<file path="src/rtl/fetch_stage.sv">
// Instruction fetch stage: owns the PC and the IF/ID pipeline register.
// Handles redirect, stall, flush and halt, and keeps fetch statistics.
module fetch_stage #(
  parameter logic [15:0] RESET_PC = 16'h0000,
  parameter logic [15:0] BUBBLE   = 16'h0000
) (
  input  logic        clock,
  input  logic        reset,
  input  logic        pc_sel,
  input  logic [15:0] branch_target,
  input  logic        pc_stop,
  input  logic        if_id_hold,
  input  logic        if_id_flush,
  input  logic        halt,
  input  logic [15:0] imem_data,
  output logic [15:0] imem_addr,
  output logic [15:0] pc_plus2,
  output logic [15:0] id_instruction,
  output logic [15:0] id_pc_next,
  output logic        id_valid,
  output logic        halted,
  output logic        misalign_err,
  output logic [15:0] fetch_count
);

  localparam int unsigned W = 16;

  typedef enum logic {
    S_RUN  = 1'b0,
    S_HALT = 1'b1
  } state_e;

  state_e         state_q, state_d;
  logic [W-1:0]   pc_q, pc_d;
  logic [W-1:0]   instr_q, instr_d;
  logic [W-1:0]   pcn_q, pcn_d;
  logic [W-1:0]   cnt_q, cnt_d;
  logic           valid_q, valid_d;
  logic           halted_q, halted_d;
  logic           mis_q, mis_d;
  logic           frozen;

  assign pc_plus2 = pc_q + W'(2);

  // Next-state: PC and IF/ID priority chains, halt FSM, sticky/stat updates
  always_comb begin
    state_d  = state_q;
    pc_d     = pc_q;
    instr_d  = instr_q;
    pcn_d    = pcn_q;
    valid_d  = valid_q;
    mis_d    = mis_q;
    cnt_d    = cnt_q;
    frozen   = (state_q == S_HALT) || halt;

    if ((state_q == S_RUN) && halt) begin
      state_d = S_HALT;
    end
    halted_d = (state_d == S_HALT);

    if (frozen) begin
      pc_d = pc_q;
    end else if (pc_sel) begin
      pc_d = {branch_target[W-1:1], 1'b0};
    end else if (!pc_stop) begin
      pc_d = pc_plus2;
    end

    // id_pc_next is left untouched by halt bubbles; only flush zeroes it
    if (frozen) begin
      instr_d = BUBBLE;
      valid_d = 1'b0;
    end else if (if_id_flush) begin
      instr_d = BUBBLE;
      valid_d = 1'b0;
      pcn_d   = '0;
    end else if (!if_id_hold) begin
      instr_d = imem_data;
      pcn_d   = pc_plus2;
      valid_d = 1'b1;
      if (cnt_q != '1) begin
        cnt_d = cnt_q + W'(1);
      end
    end

    if ((state_q == S_RUN) && pc_sel && branch_target[0]) begin
      mis_d = 1'b1;
    end
  end

  // State registers with synchronous active-low reset
  always_ff @(posedge clock) begin
    if (!reset) begin
      state_q  <= S_RUN;
      pc_q     <= RESET_PC;
      instr_q  <= BUBBLE;
      pcn_q    <= '0;
      valid_q  <= 1'b0;
      halted_q <= 1'b0;
      mis_q    <= 1'b0;
      cnt_q    <= '0;
    end else begin
      state_q  <= state_d;
      pc_q     <= pc_d;
      instr_q  <= instr_d;
      pcn_q    <= pcn_d;
      valid_q  <= valid_d;
      halted_q <= halted_d;
      mis_q    <= mis_d;
      cnt_q    <= cnt_d;
    end
  end

  assign imem_addr      = pc_q;
  assign id_instruction = instr_q;
  assign id_pc_next     = pcn_q;
  assign id_valid       = valid_q;
  assign halted         = halted_q;
  assign misalign_err   = mis_q;
  assign fetch_count    = cnt_q;

endmodule

</file>
<file path="config.mk">
export PLATFORM = sky130hd
export DESIGN_NAME = fetch_stage
export DESIGN_NICKNAME = d
export VERILOG_FILES = /design/src/rtl/fetch_stage.sv
export SDC_FILE = /design/constraint.sdc
export NUM_CORES = 1
export LEC_CHECK = 0
export CAP_MARGIN = 20
export CORE_UTILIZATION = 34
export DETAILED_ROUTE_END_ITERATION = 10
export PLACE_DENSITY = 0.67
export SYNTH_ARGS = -nofsm -noshare
export SYNTH_HDL_FRONTEND = slang
export SYNTH_SLANG_ARGS = --single-unit
</file>
<file path="constraint.sdc">
create_clock -name clock -period 2 [get_ports clock]
set_input_delay 0.2 -clock clock [delete_from_list [all_inputs] [get_ports clock]]
set_output_delay 0.2 -clock clock [all_outputs]
set_load 0.05 [all_outputs]
</file>
# --- After elaboration in Yosys (flattened, before gate mapping) ---
# Cells that the tools add are included.
word_totals:
  register_bits: 67
  inputBits: 39
  out_inout_bits: 83
  word_cells: 29
op_classes:
  add_sub_neg: 2
  eq_ne: 3
  n_mux: 4
  n_bitwise: 5
  reduce_logical: 8
op_table:
  columns: ["cell", "n"]
  rows:
  - ["two-way mux 16 bit", 4]
  - ["adder 16 x 1 -> 16 bit (second input constant)", 1]
  - ["adder 16 x 2 -> 16 bit (second input constant)", 1]
  - ["inequality test 16 bit (second input constant)", 1]
  - ["NOT 1 bit", 5]
  - ["AND reduction 2 bit", 2]
  - ["AND reduction 4 bit", 1]
  - ["logical AND 1 bit", 3]
  - ["OR reduction 3 bit", 1]
  - ["inequality test 2 x 1 -> 1 bit (second input constant)", 1]
  - ["inequality test 2 bit (second input constant)", 1]
  - ["logical OR 1 bit", 1]

# --- Depth between registers and ports, before layout ---
# Gate-level depths: netlist (run 1).
logic_depth:
  word_depth: 3
  mapped_depth: 6
  mapped_depth_nobuf: 5

# --- Worst setup path after synthesis (run 1) ---
# Ideal clock, no wire load.
synth_timing:
  kind: "register to output"
  start: "register pc_q[3], in the netlist imem_addr[3]"
  end: "output port pc_plus2[14]"
  t_arrival_ps: 2735
  setup_slack_ps: -935
  stages_incl_launch_ff: 7
  path_buffers: 2
  cell_sequence: "dfxtp_1 > buf_2 > nand3_1 > or3_1 > clkbuf_1 > or2_2 > xnor2_1"
synth_via:
  elab_chain_len: 1
synth_rtl:
  columns: ["element", "line_no", "source"]
  rows:
  - ["from (decl)", "34", "logic [W-1:0] pc_q, pc_d;"]
  - ["from (signal assigned)", "104", "pc_q <= pc_d;"]
  - ["adder 16 x 2 -> 16 bit", "43", "assign pc_plus2 = pc_q + W'(2);"]
  - ["to (decl)", "17", "output logic [15:0] pc_plus2,"]
# No other way between the ends.

# --- Worst setup path in the final report (run 1) ---
layout_timing:
  start: "register pc_q[10], in the netlist imem_addr[10]"
  end: "output port pc_plus2[15]"
# Same word-level chain as after synthesis.

==> qor.yml, run 1 <==
outcome: "finished with violations"
violations: "negative setup slack"
track_usage_pct: 21.0
wire_per_inst_um: 16.3
dr.pass1.iters: 4
dpl.hpwl_mm: 7.24
p_int_uw: 2230
yosys_warnings: 0
ys_types: 55
fin_ws_ns: -0.0146
cts_tree: "done"
path_cells: "nand4_1 > nor4_4 > buf_4 > xor2_4 > buf_12"
syn_area_um2: 3210
leakage_uw: 0.00206
cp-start-kind: "flop"
utilization_pct: 58.6
cts_hold_buf: 0
io_pins: 122
endpoint_kind: "output port"
ant_nets: 0
post_dp_cell_area_um2: 4990
antenna_found_initial: 0
num_rows: 35
layoutNonFillerInstCount: 631
max_slew.worst_pin.slew_ns: 0.532
io_buffer_count: 119
synth_edf_count: 0
rsz0062_at_grt: "true"
cts_buffers: 9
wl_mm: 10.3
min_path_type: "in2reg"
vias: 3476
yosysTopAreaCell: "dfxtp_1"
die-area_um2: 9820
switching_share_pct: 29.2
drc: 0
clkPwrFrac_pct: 35.6
avgSynthCellArea_um2: 8.83
start_util_pct: 34.9
final_common_cell: "clkdlybuf4s50_1"
drive_above_1_share_pct: 24.0
ir_drop_v: 0.000359
finalHoldViolations: 0
seqPwrFrac_pct: 43.8
stdcell_area_um2: 5390
worstPathArrival_ns: 1.81
placed_cells: 599
synthTopCellsByArea: "dfxtp_1, mux2i_1, nor2_1"
nets: 556
power_density_nw_per_um2: 585
clkTransAtPathRegs_ns: 0.08
setup_viol: 1
final_cell_mix: "clkdlybuf4s50_1, dfxtp_1, buf_4"
fmax_mhz: 496
ys_seq_area_share_pct: 41.2
grt_max_degree: 46
finClkSkew_ns: 0.0152
grt_pass1_vias: 3367
grt_pass1_wl_mm: 16.4
diodes: 0
critical_path_buf_inv_count: 2
clock_path_buffers: 2
cts.sinks: 66
maxSlewHeadroom_pct: 64.4
synthArstFlopShare_pct: 0
cpLargestDelayFamily: "simple AND/OR/NAND/NOR gates"
root_buffer: "clkbuf_8"
htreeDepth: 3
gp_congestion: 0.838
maxSlewViolCount: 0
core_um2: 9200
nFillCells: 806
drtIter0Drc: 179
postSynthCellCount: 363
synth_top_area_share_pct: 41.2
finalCriticalPeriod_ns: 2.01
area_growth_pct: 68.2
grt_overflow: 0
die_h_um: 99.1
final.period_utilization_pct: 101
crit_path_max_fanout: 7
cp_slowest_stage_delay_ns: 0.42
combPwrFrac_pct: 20.6
cap_violations: 0
p_switching_uw: 921
required_ns: 1.80
critical_path_class: "reg2out"
dieWidth_um: 99.1
ys_seq_elements: 66
clock_latency_ns: 0.34
ys.flop_type: "dfxtp_1"
worst_path_max_delay_cell: "dfxtp_4"
vias_per_cell: 5.51
per-layer routing:
layer / routed length [µm] / track usage (%)
met1: 4400 / 26.9
met2: 4780 / 33.1
met3: 874 / 6.04
met4: 226 / 9.05
met5: 0 / 0
worst register-to-register path, cell delays in order, from the launching register on:
cell and delay (ns):
dfxtp_4 0.34, or4_1 0.62, or4_4 0.51, o311ai_4 0.24
o41ai_2 0.11
metrics by stage:
step / hold slack (ns) / setup slack [ns] / total power (µW) / setup TNS (ns)
CTS: 0.446 / -0.0336 / 3170 / -0.0336
global route: 0.443 / -0.0732 / 3280 / -0.271
floorplan: 0.344 / -0.143 / 1760 / -0.682
global placement: 0.437 / -0.189 / 2040 / -1.08
detailed placement: 0.444 / -0.212 / 2050 / -1.32
finish: 0.451 / -0.0146 / 3150 / -0.0146
cell families after synthesis:
family / share of synthesized area (%)
adder cells (fa/ha/maj): 0.781
AND/OR/NAND/NOR: 22.7
AO/OA/AOI/OAI: 18.9
XOR/XNOR: 3.28
multiplexers: 8.47
buffers and inverters: 4.57
flip-flops: 41.2
other: 0.117
worst paths after layout:
check | from | to | slack (ns) | depth (start not counted)
worst max register to register | halted | fetch_count[13] | 0.07 | 4
worst max-delay path | imem_addr[10] | pc_plus2[15] | -0.01 | 5
worst min register to register | id_valid | id_valid | 0.46 | 2
worst min-delay path | branch_target[1] | imem_addr[1] | 0.45 | 3
Yosys cell counts (4+ instances only):
master,number
dfxtp_1,66
nor2_1,31
mux2i_1,26
nand2_1,26
a21oi_1,20
clkbuf_1,19
nand3_1,18
nand4_1,11
a32o_1,9
o21ai_0,9
inv_1,8
and3_1,7
nand2b_1,7
nor4_1,7
or4_1,7
xnor2_1,7
nor3_1,6
a22oi_1,5
and4_1,5
xor2_1,5
a211oi_1,4
a31oi_1,4
buf_1,4
or2_2,4
or3_1,4
final cells by class:
cell class,instances,area (µm²),share of cell area [%]
repair buffers,168,1690,31.3
flip-flops and latches,66,1370,25.5
clock buffers,13,149,2.76
multi-input cells,262,1980,36.7
clock inverters,3,40.0,0.742
well taps,111,139,2.58
inverters,8,30.0,0.557
sequential cells by signal, summed over array words and instances, names as in the netlist:
| signal | cells |
|---|---|
| id_pc_next | 16 |
| imem_addr | 15 |
| fetch_count | 16 |
| id_valid | 1 |
| misalign_err | 1 |
| halted | 1 |
| id_instruction | 16 |
power by group through the flow:
stage	Clock (µW)	Combinational, µW	Sequential (µW)
4_1_cts	1140	646	1380
2_1_floorplan	0	255	1510
3_3_place_gp	0	621	1420
6_report	1120	649	1380
5_1_grt	1210	686	1390
3_5_place_dp	0	627	1420
timing repair:
item / CTS / global route
pin swaps: 8 / 6
setup buffers: 14 / 2
gates resized for setup: 10 / 11
setup endpoints to repair: 8 / 9
(Power assumes the default switching activity.)
==> inputs of run 2 (changes only) <==
- CELL_PAD_IN_SITES_DETAIL_PLACEMENT: not set -> 2
- CELL_PAD_IN_SITES_GLOBAL_PLACEMENT: not set -> 2
- CORE_UTILIZATION: 34 -> 22
- PLACE_DENSITY: 0.67 -> not set
- PLACE_DENSITY_LB_ADDON: not set -> 0.1
==> run 2 against run 1 <==
  * Cell count is 13% higher
  * Sequential share of layout area is 1.6 points lower
  * Fmax is 1.1% higher
  * Critical path depth is 1 higher
  * Register-to-register slack better by 0.06 ns
  * The flow now finishes without violations
  * Wire length is 29% higher
  * Via count is 2.4% higher
  * Critical path type unchanged
==> qor.yml, run 2 (synthesis results as in run 1) <==
die-area_um2: 15100  # +53%
start_util_pct: 22.8  # -12 points
p_switching_uw: 1050  # +15%
setup_viol: 0  # -1
cts.sinks: 66  # unchanged
root_buffer: "clkbuf_16"
dr.pass1.iters: 4  # unchanged
combPwrFrac_pct: 18.8  # -1.8 points
placed_cells: 674  # +13%
area_growth_pct: 79.5
gp_congestion: 0.767  # -8.5%
grt_pass1_wl_mm: 20.5  # +25%
grt_pass1_vias: 3793  # +13%
grt_busiest_layer: "met2"
grt_max_degree: 46  # unchanged
vias_per_cell: 4.98  # -9.6%
dieWidth_um: 123  # +24%
drc: 0  # unchanged
finalCriticalPeriod_ns: 1.99  # -0.0217 ns
cap_violations: 0  # unchanged
clkTransAtPathRegs_ns: 0.06  # -0.02 ns
num_rows: 43  # +23%
critical_path_class: "reg2out"
clock_path_buffers: 2  # unchanged
fmax_mhz: 502  # +1.1%
grt_overflow: 0  # unchanged
io_pins: 122  # unchanged
htreeDepth: 3  # unchanged
cp-start-kind: "flop"
layoutNonFillerInstCount: 715  # +13%
rsz0062_at_grt: "true"
final.period_utilization_pct: 99.6  # -1.1 points
endpoint_kind: "output port"
antenna_found_initial: 0  # unchanged
worstPathArrival_ns: 1.79  # -0.02 ns
clkPwrFrac_pct: 44.2  # +8.6 points
wl_mm: 13.2  # +29%
use_met1_pct: 22.5  # -4.5 points
core_um2: 14000  # +53%
cts_tree: "done"
max_slew.worst_pin.slew_ns: 0.541  # +0.00883 ns
vias: 3561  # +2.4%
required_ns: 1.80  # about the same
maxSlewViolCount: 0  # unchanged
nets: 571  # +2.7%
track_usage_pct: 18.2  # -2.8 points
drtIter0Drc: 104  # -42%
crit_path_max_fanout: 3  # -4
io_buffer_count: 119  # unchanged
grt_use_met2_pct: 29.6  # -3.6 points
finClkSkew_ns: 0.00931  # -0.00594 ns
cts_hold_buf: 0  # unchanged
setup_tns_ns: 0  # +0.0146 ns
ir_drop_v: 0.000292  # -19%
final_cell_mix: "clkdlybuf4s50_1, buf_4, dfxtp_1"
finalHoldViolations: 0  # unchanged
p_int_uw: 2670  # +20%
drive_above_1_share_pct: 27.3  # +3.3 points
use_met3_pct: 5.16  # -0.89 points
leakage_uw: 0.00221  # +7.4%
dpl.hpwl_mm: 9.36  # +29%
seqPwrFrac_pct: 37.0  # -6.8 points
ant_nets: 0  # unchanged
wire_per_inst_um: 18.5  # +14%
final_common_cell: "clkdlybuf4s50_1"
outcome: "finished clean"
power_density_nw_per_um2: 648  # +11%
die_h_um: 123  # +24%
clock_latency_ns: 0.35  # about the same
cts_buffers: 9  # unchanged
diodes: 0  # unchanged
min_path_type: "reg2reg"
maxSlewHeadroom_pct: 63.8  # -0.59 points
switching_share_pct: 28.3  # -0.89 points
[run 2: routing by layer]
layer  vias up  share of wire (%)
met4         0                1.8
li1       1688                  -
met3        16                6.0
met2        90                 49
met1      1767                 44
met5         -                  0
[run 2: cell type report]
type / instances / area, µm²
Clock inverter: 5 / 52.6
Timing Repair Buffer: 183 / 1820
Tap cell: 180 / 225
Fill cell: 1511 / 8290
Clock buffer: 11 / 253
Sequential cell: 66 / 1380
Multi-Input combinational cell: 262 / 2000
Inverter: 8 / 30.0
[run 2: critical path, cell delays in order (launching register included)]
cell,delay (ns)
dfxtp_4,0.36
buf_6,0.11
nand2_4,0.05
or3_4,0.35
or2_4,0.27
xnor2_4,0.16
buf_12,0.15
[run 2: through the flow]
step	area, µm²	worst slack, ns	hold slack (ns)	utilization [%]	power (µW)
final	5750	0.00710	0.460	41.0	3730
after global routing	5750	-0.0680	0.479	41.0	3880
after CTS	5610	-0.0639	0.458	40.0	3750
after detailed placement	5140	-0.280	0.450	36.6	2080
after global placement	5140	-0.253	0.438	36.6	2060
after floorplan	3420	-0.143	0.344	-	1760
[run 2: path summary, 6_finish.rpt]
check	start	endpoint	slack, ns	cells past startpoint
hold / removal	id_valid	id_valid	0.46	2
hold reg to reg	id_valid	id_valid	0.46	2
setup reg to reg	halted	fetch_count[14]	0.13	4
setup / recovery	imem_addr[2]	pc_plus2[14]	0.007	6
[run 2: what timing repair did]
| item | CTS | global route |
|---|---|---|
| endpoints found under the setup margin | 9 | 14 |
| buffers inserted | 15 | 10 |
| gates resized for setup | 13 | 16 |
| endpoints found under the hold margin | 0 | 0 |
| pin swaps | 7 | 6 |
| gates cloned | 0 | 0 |
[run 2: power groups by stage]
stage | clock network, µW | registers (µW) | logic [µW]
after floorplan | 0 | 1510 | 255
after global placement | 0 | 1420 | 648
after detailed placement | 0 | 1420 | 659
after CTS | 1690 | 1380 | 682
after global routing | 1760 | 1380 | 739
final | 1650 | 1380 | 701
==> inputs of run 3 (changes only) <==
- SKIP_LAST_GASP: not set -> 1
==> run 3 against run 2 <==
  * Combinational power hardly changed
  * Fmax rose by 0.11%
  * Clock power about the same
  * Wire length down 0.39%
  * Final area down 0.17%
  * Clock skew decreased by 0.0029 ns
  * Sequential power about the same
  * Critical path depth is the same
  * Critical path type unchanged
  * Critical endpoint unchanged
  * Largest cell class unchanged
  * Highest routed layer unchanged
==> qor.yml, run 3 (synthesis results as in run 1) <==
area_growth_pct: 79.2
min_path_type: "reg2reg"
finalCriticalPeriod_ns: 1.99  # -0.00221 ns
dr.pass1.iters: 4  # unchanged
start_util_pct: 22.8  # unchanged
rr_startpoint: "halted"
drc: 0  # unchanged
ant_nets: 0  # unchanged
worstPathArrival_ns: 1.79  # about the same
leakage_uw: 0.00221  # about the same
wl_mm: 13.2  # -0.39%
timing.rr.end: "fetch_count[14]"
vias: 3563  # +0.056%
clock_path_buffers: 2  # unchanged
critPathLaunch: "imem_addr[2]"
outcome: "finished clean"
maxSlewHeadroom_pct: 63.9  # +0.10 points
placed_cells: 674  # unchanged
drive_above_1_share_pct: 27.3  # unchanged
num_rows: 43  # unchanged
dieWidth_um: 123  # unchanged
core_um2: 14000  # unchanged
fmax_mhz: 502  # +0.11%
cts_buffers: 9  # unchanged
ir_drop_v: 0.000291  # -0.32%
track_usage_pct: 18.2  # unchanged
reg2regPathDepth: 4  # unchanged
clock_latency_ns: 0.34  # about the same
multi_input_area_um2: 1990  # -0.38%
crit_path_max_fanout: 3  # unchanged
max_slew.worst_pin.slew_ns: 0.539  # -0.00151 ns
clkTransAtPathRegs_ns: 0.06  # about the same
seqPwrFrac_pct: 37.1  # about the same
setup_viol: 0  # unchanged
grt_overflow: 0  # unchanged
crit_path_end: "pc_plus2[14]"
seqCellArea_um2: 1370  # -0.18%
dpl.hpwl_mm: 9.36  # unchanged
power_density_nw_per_um2: 647  # about the same
nFillCells: 1515  # +0.26%
gp_congestion: 0.767  # unchanged
p_int_uw: 2670  # about the same
endpoint_kind: "output port"
grt_max_degree: 46  # unchanged
finClkSkew_ns: 0.00642  # -0.00289 ns
cts.sinks: 66  # unchanged
p_switching_uw: 1050  # -0.92%
antenna_found_initial: 0  # unchanged
io_pins: 122  # unchanged
cap_violations: 0  # unchanged
grt_pass1_wl_mm: 20.5  # unchanged
combPwrFrac_pct: 18.8  # about the same
utilization_pct: 40.9  # -0.071 points
root_buffer: "clkbuf_16"
final_common_cell: "clkdlybuf4s50_1"
grt_pass1_vias: 3793  # unchanged
final.period_utilization_pct: 99.5  # -0.11 points
vias_per_cell: 4.98  # about the same
cts_tree: "done"
switching_share_pct: 28.1  # -0.19 points
maxSlewViolCount: 0  # unchanged
nets: 571  # unchanged
rsz0062_at_grt: "true"
io_buffer_count: 119  # unchanged
clkPwrFrac_pct: 44.1  # about the same
reg2reg_slack_ns: 0.13  # about the same
layoutNonFillerInstCount: 715  # unchanged
die-area_um2: 15100  # unchanged
drtIter0Drc: 112  # +7.7%
final_cell_mix: "clkdlybuf4s50_1, buf_4, dfxtp_1"
cp-start-kind: "flop"
critical_path_class: "reg2out"
required_ns: 1.80  # about the same
htreeDepth: 3  # unchanged
die_h_um: 123  # unchanged
wire_per_inst_um: 18.4  # -0.39%
finalHoldViolations: 0  # unchanged
diodes: 0  # unchanged
## run 3: cell count changes in the layout (fill, tap and decap cells not counted)
cell	before	now
dfxtp_4	13	12
nand3_4	1	0
dfxtp_2	4	5
nand3_2	1	2
## run 3: cell type report
cell class	count	share of cell area [%]
clock buffers	11	4.40
multi-input cells	262	34.7
well taps	180	3.92
clock inverters	5	0.915
flip-flops and latches	66	23.9
repair buffers	183	31.7
inverters	8	0.523
## run 3: worst min-delay path by stage
stage / start / cells after the start / to
after floorplan: imem_data[0] / 2 / id_instruction[0]
after global placement: id_valid / 2 / id_valid
after detailed placement: id_valid / 2 / id_valid
after CTS: branch_target[1] / 3 / imem_addr[1]
after global routing: branch_target[1] / 3 / imem_addr[1]
final: id_valid / 2 / id_valid
## run 3: power by group through the flow
stage               registers (µW)  logic, µW  clock network [µW]
global route                  1380        739                1760
finish                        1380        699                1640
global placement              1420        648                   0
CTS                           1380        682                1690
floorplan                     1510        255                   0
detailed placement            1420        659                   0
## run 3: repair_timing
| item | in CTS | in global routing |
|---|---|---|
| setup buffers | 15 | 10 |
| hold buffers | 0 | 0 |
| resized for setup | 13 | 14 |
| pin swaps | 7 | 5 |
| setup endpoints to repair | 9 | 14 |
| cloned | 0 | 0 |
## run 3: through the flow
stage	hold slack (ns)	cell area (µm²)	setup TNS, ns	setup slack [ns]	power [µW]
floorplan	0.344	3420	-0.682	-0.143	1760
detailed placement	0.450	5140	-2.70	-0.280	2080
global placement	0.438	5140	-2.05	-0.253	2060
CTS	0.458	5610	-0.0639	-0.0639	3750
global route	0.479	5740	-0.148	-0.0789	3880
finish	0.461	5740	0	0.00931	3720
## run 3: critical path, cell delays in order, from the launching register on
cell	delay, ns
dfxtp_4	0.36
buf_6	0.11
nand2_4	0.05
or3_4	0.34
or2_4	0.27
xnor2_4	0.16
buf_12	0.15
## run 3: per-layer routing
metal | global-route usage [%] | up-vias | part of all wire, %
met4 | 7.85 | 0 | 1.8
met3 | 5.16 | 16 | 6.1
met5 | 0 | - | 0
li1 | - | 1689 | -
met2 | 29.6 | 94 | 49
met1 | 22.5 | 1764 | 43
